File: config.mk
export PLATFORM = sky130hd
export DESIGN_NAME = rr_req_sched
export DESIGN_NICKNAME = d
export VERILOG_FILES = /design/src/rtl/rr_req_sched.sv
export SDC_FILE = /design/constraint.sdc
export NUM_CORES = 2
export LEC_CHECK = 0
export CAP_MARGIN = 25
export CORE_MARGIN = 4
export CORE_UTILIZATION = 35
export CTS_CLUSTER_SIZE = 14
export DETAILED_ROUTE_END_ITERATION = 7
export PLACE_DENSITY = 0.55
export SLEW_MARGIN = 40
export SYNTH_ARGS = -nofsm -noshare
export SYNTH_HDL_FRONTEND = slang
export SYNTH_SLANG_ARGS = --single-unit
File: constraint.sdc
create_clock -name clk -period 8.5 [get_ports clk]
set_clock_uncertainty 0.05 [all_clocks]
set_input_delay 1.7 -clock clk [delete_from_list [all_inputs] [get_ports clk]]
set_output_delay 1.7 -clock clk [all_outputs]
set_load 0.01 [all_outputs]
File: src/rtl/rr_req_sched.sv
// rr_req_sched: per-queue request FIFOs that keep a downstream round_robin rotator
// fed with non-empty queues and dispatch the selected head through a register.
// Optional feature macro: RR_SCHED_BURST_EN (up to BURST pops per queue before rotating).

module rr_req_sched #(
  parameter int NQ     = 16,
  parameter int QDEPTH = 4,
  parameter int WIDTH  = 32,
  parameter int BURST  = 4
) (
  input  logic                  clk,
  input  logic                  rst,
  input  logic                  in_valid,
  output logic                  in_ready,
  input  logic [$clog2(NQ)-1:0] in_qid,
  input  logic [WIDTH-1:0]      in_data,
  output logic                  out_valid,
  input  logic                  out_ready,
  output logic [$clog2(NQ)-1:0] out_qid,
  output logic [WIDTH-1:0]      out_data,
  output logic                  rr_add,
  output logic [$clog2(NQ)-1:0] rr_add_val,
  output logic                  rr_rmv,
  output logic                  rr_nxt,
  input  logic [$clog2(NQ)-1:0] rr_idx,
  output logic [NQ-1:0]         q_nempty
);

  localparam int QW = $clog2(NQ);
  localparam int PW = $clog2(QDEPTH);
  localparam int CW = PW + 1;
  localparam int AW = $clog2(NQ + 1);

  if (QDEPTH < 2 || BURST < 1) begin : g_param_chk
    $error("rr_req_sched: QDEPTH must be >= 2 and BURST >= 1");
  end

  logic [WIDTH-1:0] mem [NQ*QDEPTH];
  logic [PW-1:0]    wptr [NQ];
  logic [PW-1:0]    rptr [NQ];
  logic [CW-1:0]    cnt  [NQ];
  logic [CW-1:0]    cnt_nxt [NQ];
  logic [AW-1:0]    active;
  logic             settle;
  logic             push;
  logic             pop;
  logic             drain;
  logic             rotate_ok;

`ifdef RR_SCHED_BURST_EN
  localparam int BCW = (BURST > 1) ? $clog2(BURST) : 1;
  logic [BCW-1:0] burst_cnt;

  assign rotate_ok = (burst_cnt == BCW'(BURST - 1));

  always_ff @(posedge clk or posedge rst) begin
    if (rst) begin
      burst_cnt <= '0;
    end else if (rr_nxt || rr_rmv) begin
      burst_cnt <= '0;
    end else if (pop) begin
      burst_cnt <= burst_cnt + 1'b1;
    end
  end
`else
  assign rotate_ok = 1'b1;
`endif

  always_comb begin
    in_ready = (cnt[in_qid] != CW'(QDEPTH));
    push     = in_valid && in_ready;
    pop      = (!out_valid || out_ready) && (active != '0) && (cnt[rr_idx] != '0) && !settle;
    for (int unsigned q = 0; q < NQ; q++) begin
      cnt_nxt[q]  = cnt[q] + CW'(push && (in_qid == QW'(q))) - CW'(pop && (rr_idx == QW'(q)));
      q_nempty[q] = (cnt[q] != '0);
    end
    // A push landing on the queue being drained keeps it non-empty, so it rotates instead of leaving.
    drain      = pop && (cnt_nxt[rr_idx] == '0);
    rr_add     = push && (cnt[in_qid] == '0);
    rr_add_val = rr_add ? in_qid : '0;
    rr_rmv     = drain;
    rr_nxt     = pop && !drain && rotate_ok;
  end

  always_ff @(posedge clk) begin
    if (push) begin
      mem[{in_qid, wptr[in_qid]}] <= in_data;
    end
  end

  always_ff @(posedge clk or posedge rst) begin
    if (rst) begin
      for (int unsigned q = 0; q < NQ; q++) begin
        wptr[q] <= '0;
        rptr[q] <= '0;
        cnt[q]  <= '0;
      end
      active    <= '0;
      settle    <= 1'b0;
      out_valid <= 1'b0;
      out_qid   <= '0;
      out_data  <= '0;
    end else begin
      for (int unsigned q = 0; q < NQ; q++) begin
        cnt[q] <= cnt_nxt[q];
      end
      if (push) begin
        wptr[in_qid] <= wptr[in_qid] + 1'b1;
      end
      if (pop) begin
        rptr[rr_idx] <= rptr[rr_idx] + 1'b1;
      end
      active <= active + AW'(rr_add) - AW'(drain);
      // The rotator needs a cycle before rr_idx reflects its first entry.
      settle <= rr_add && (active == '0);
      if (pop) begin
        out_valid <= 1'b1;
        out_qid   <= rr_idx;
        out_data  <= mem[{rr_idx, rptr[rr_idx]}];
      end else if (out_ready) begin
        out_valid <= 1'b0;
      end
    end
  end

endmodule

* After elaboration in Yosys (flattened, before gate mapping)
Memories as Yosys holds them, arrays and structs flattened. A register that Yosys moved wholly into a read port is not among the register bits.
Cells that the tools add are included.
** Cells by class
- Add/subtract/negate cells :: 36
- $mul :: 0
- Divide/modulo/power cells :: 0
- $lt $le $gt $ge :: 4
- Equal/unequal tests :: 31
- Shifts and indexed selects :: 0
- Muxes and demuxes :: 26
- Bitwise gates (word level) :: 2
- Reduce and logical (&&, ||, !) cells :: 70
** Operators by type and width (count)
- $bwmux W32 :: 2
- $eq A4 B4 Y1 const B :: 16
- $reduce_bool A3 Y1 :: 17
- $add A3 B1 Y3 :: 16
- $sub A3 B1 Y3 :: 16
- $logic_and A1 B1 Y1 :: 42
- $bmux W3 S4 :: 3
- $eq A4 B3 Y1 const B :: 8
- $mux W3 :: 6
- $bmux W2 S4 :: 2
- $demux W2 S4 :: 2
- $eq A4 B2 Y1 const B :: 4
- $mux W2 :: 6
- $ge A5 B5 Y1 const B :: 2
- $lt A5 B1 Y1 const B :: 2
- $not A4 Y5 :: 2
- $eq A4 B1 Y1 const B :: 2
- $logic_not A4 Y1 :: 2
- $logic_not A3 Y1 :: 2
- $add A5 B1 Y5 :: 1
- $logic_not A5 Y1 :: 1
- $reduce_bool A5 Y1 :: 1
- $sub A5 B1 Y5 :: 1
- $add A2 B1 Y2 const B :: 2
- 6 further kinds :: 11
** Storage, ports and cells
- Bits in registers :: 123
- Bits in latches :: 0
- Memory bits (writable) :: 2048
- Bits in read-only memories :: 0
- Input port bits :: 44
- Output and inout bits :: 61
- Word-level logic and storage cells :: 222
- Memories :: 1
** Memories
- mem :: words 64, bits a word 32, read ports 1, clocked after memory_dff 1, wr ports 1, RTL line 38 : logic [WIDTH-1:0] mem [NQ*QDEPTH];

* Logic depth before layout (Yosys ltp)
- Depth after elaboration :: 16
- Depth in mapped cells :: 28
- Gate-level depth less buffers :: 27

* Least setup slack after synthesis
No wires, ideal clock.
- Path type :: input-to-output
- From :: input in_qid[0]
- To :: output rr_rmv
- Arrival time :: 6394 ps
- Required time :: 6750 ps
- Path slack :: 356 ps
- Stages on the path :: 20
- Path buffers :: 2
- Cell sequence :: buf_2 > clkbuf_1 > mux4_2 > mux4_2 > nand2_1 > and3b_1 > and2_1 > nand2_1 > ha_1 > inv_1 > ha_1 > fa_1 > xor2_1 > xnor2_1 > or3_1 > a21oi_1 > a21oi_1 > o32a_1 > a21oi_1 > and2_1
** RTL lines
- start: declaration :: RTL line 15 : input logic [$clog2(NQ)-1:0] in_qid,
- end: declaration :: RTL line 23 : output logic rr_rmv,

==> flow_summary.yaml <==
drt:
  vias: 53435
  postRouteAntennaNets: 0
  drc: 0
  wirelength_um: 271100
  first_pass_iters: 5
  first_iter_violations: 5942
  post_drt_wl_per_cell_um: 27.93
  vias_per_cell: 5.504
final_layout:
  multiInputGateArea_um2: 20360
  drive_gt1_share_pct: 13.00
  seqCellArea_um2: 65380
  fin_nets: 6312
  area_growth_pct: 16.04
  fillers: 22493
timing:
  fin_hold_ws_ns: 0.4573
  tightest_slew_ns: 0.9578
  rsz0062_at_grt: "no"
  slew_headroom_pct: 36.15
  fin_tns_setup_ns: 0
  final_max_slew_viol_count: 0
  hold_viol: 0
  setup_viol: 0
  worst_slack_ns: 0.1895
  layout_min_cycle_time_ns: 8.311
  fmax_mhz: 120.3
  period_share_pct: 97.77
power:
  p_clk_share_pct: 32.5
  ir_worst_vdd_v: 0.0002231
  p_sw_uw: 8980
  cellPowerDensity_nw_per_um2: 287.9
  p_int_uw: 20040
  combPwrFrac_pct: 23.5
  p_total_uw: 29020
  seqPwrFrac_pct: 44.0
  switching_share_pct: 30.94
  leakagePower_uw: 0.03377
floorplan:
  die_h_um: 506.2
  pin_count: 105
  initial_utilization_pct: 35.26
  die_area_um2: 256300
  die_w_um: 506.2
  core_um2: 246400
  num_rows: 182
global_route:
  grt_pass1_wl_um: 384500
  grt_pass1_vias: 51044
  antenna_found_initial: 17
  grt_overflow: 0
  grt_usage_pct: 20.59
  grt_start_max_net_pins: 154
clocking:
  postCtsHoldBufs: 0
  cts.sinks: 2203
  cts_tree: "done"
  clk_latency_ns: 0.85
  cts-htree-levels: 4
  root_buffer: "clkbuf_16"
  clk_pin_slew_ns: 0.06
  cts_inserted_buffers: 220
  clock_path_buffers: 3
run:
  maxCapViolCount: 0
setup_path:
  crit_type: "in2out"
  critPathLaunchType: "input port"
  ff2ff_setup_slack_ns: 2.39
  path_max_fanout: 5
  worstPathArrival_ns: 6.56
  endpoint_kind: "primary output"
  worstPathRequired_ns: 6.75
placement:
  dpl.hpwl_um: 154500
  dp_slack_ns: -0.8435
  gp_congestion: 0.8232
  portBuffers: 104
yosys:
  ys_seq_elements: 2203
  yosysMostFrequentCell: "edfxtp_1"
  synthesis.nets: 6101
  synth_area_per_cell_um2: 14.48
  ys_warn_count: 0
  synth_commonest_cells: "edfxtp_1, nand2_1, nand3_1"
  yosysTopAreaCellShare_pct: 70.78
  synth_cells: 6002
  synth_ff_type: "edfxtp_1"
  syn_area_um2: 86890
  synthTopCellsByArea: "edfxtp_1, nand2_1, dfrtp_1"
  netlist-cell-type-count: 65
  synth-edff-count: 2048
  yosysTopAreaCell: "edfxtp_1"
  ys_seq_area_share_pct: 75.25
  async_reset_ff_share_pct: 7.036
min_path:
  hold_class: "reg2reg"
outcome:
  run_status: "complete, no violations"
[power by group through the flow]
| stage | sequential (µW) | combinational [µW] | clock, µW |
|---|---|---|---|
| detailed placement | 13000 | 6760 | 0 |
| global placement | 13000 | 6610 | 0 |
| CTS | 12800 | 6800 | 9570 |
| finish | 12800 | 6820 | 9430 |
| floorplan | 12900 | 4190 | 0 |
| global route | 12800 | 7340 | 10000 |
[stage by stage]
stage	cell area (µm²)	instances	utilization (%)
final	100800	9708	40.92
after global routing	100800	9706	40.92
after CTS	100700	9700	40.85
after detailed placement	93600	9294	37.99
after global placement	92860	9265	37.69
after floorplan	86890	6002	-
[kinds of logic after synthesis]
logic type	after synthesis	share of synthesized area (%)
AND/OR/NAND/NOR	2335	11.68
XOR/XNOR	37	0.3730
multiplexers	328	4.828
AO/OA/AOI/OAI	592	4.813
flip-flops	2203	75.25
adder cells (fa/ha/maj)	55	0.9389
buffers and inverters	452	2.120
[state kept, by name, summed over array words and instances (netlist names)]
signal,count
wptr,32
out_qid,4
rptr,32
mem,2048
out_data,32
cnt,48
settle,1
active,5
out_valid,1
[routing by layer]
metal	up-vias	GRT usage, %	share of wire (%)
met1	27712	28.93	42
met3	440	3.867	8.1
met2	2290	32.60	47
met5	-	0	0.034
met4	14	6.079	3.0
li1	22979	-	-
[critical path, cell delays in order]
cell           delay, ns
buf_4               0.13
buf_12              0.14
mux4_2              0.55
mux4_2              0.54
nand2_4             0.10
and3b_2             0.21
and2_4              0.18
nand2_2             0.08
ha_4                0.28
inv_1               0.04
ha_2                0.17
fa_2                0.36
xor2_1              0.15
xnor2_1             0.14
or3_1               0.41
a21oi_2             0.13
a21oi_1             0.05
o32a_1              0.45
a21oi_4             0.17
buf_4               0.14
and2_4              0.16
dlygate4sd2_1       0.27
[final timing paths]
kind	from	end	cells past startpoint
max in group asynchronous	rst	rptr[4]	4
worst max-delay path	in_qid[0]	rr_rmv	22
worst min-delay path	wptr[27]	wptr[27]	1
min in group asynchronous	rst	out_data[8]	2
worst max register to register	cnt[10]	active[4]	27
worst min register to register	wptr[27]	wptr[27]	1
[placed cells by master, fill, tap and decap left out, types with 15 or more instances in the layout]
cell type	Yosys	layout
o22ai_1	18	18
clkbuf_16	0	223
a21oi_1	72	70
buf_4	3	224
ha_1	38	36
a211oi_1	44	44
xnor2_1	19	19
clkinv_1	0	35
nor2_1	154	92
edfxtp_1	2048	2048
mux2i_1	211	211
mux4_2	68	67
a31oi_1	159	159
o211ai_1	15	15
nand3_1	477	474
o21ai_0	50	50
and2_0	29	29
clkinv_2	0	35
xor2_1	18	18
buf_16	0	16
buf_12	0	25
nand2_1	1395	1389
dfrtp_1	155	155
clkdlybuf4s50_1	0	66
nor3_1	44	38
nand4_1	118	118
and3_1	31	25
inv_1	74	73
a221oi_1	43	43
a22oi_1	31	31
mux2_2	49	48
a32oi_1	90	90
clkbuf_1	258	68
nor2_4	0	60
[timing repair]
item                       4_1_cts  5_1_grt
cloned                           1        0
resized for setup               21       24
setup endpoints to repair        2        2
pin swaps                        6       16
buffers inserted                 3        3
[cell type report]
| type | instances | area share [%] |
|---|---|---|
| multi-input combinational | 3347 | 20.19 |
| inverter | 74 | 0.2879 |
| sequential | 2203 | 64.85 |
| antenna | 3 | 0.007446 |
| clock inverter | 98 | 0.9345 |
| timing repair buffer | 367 | 3.655 |
| clock buffer | 304 | 5.966 |
| tap | 3312 | 4.110 |
Note: power is estimated with default switching activity, not from simulation.
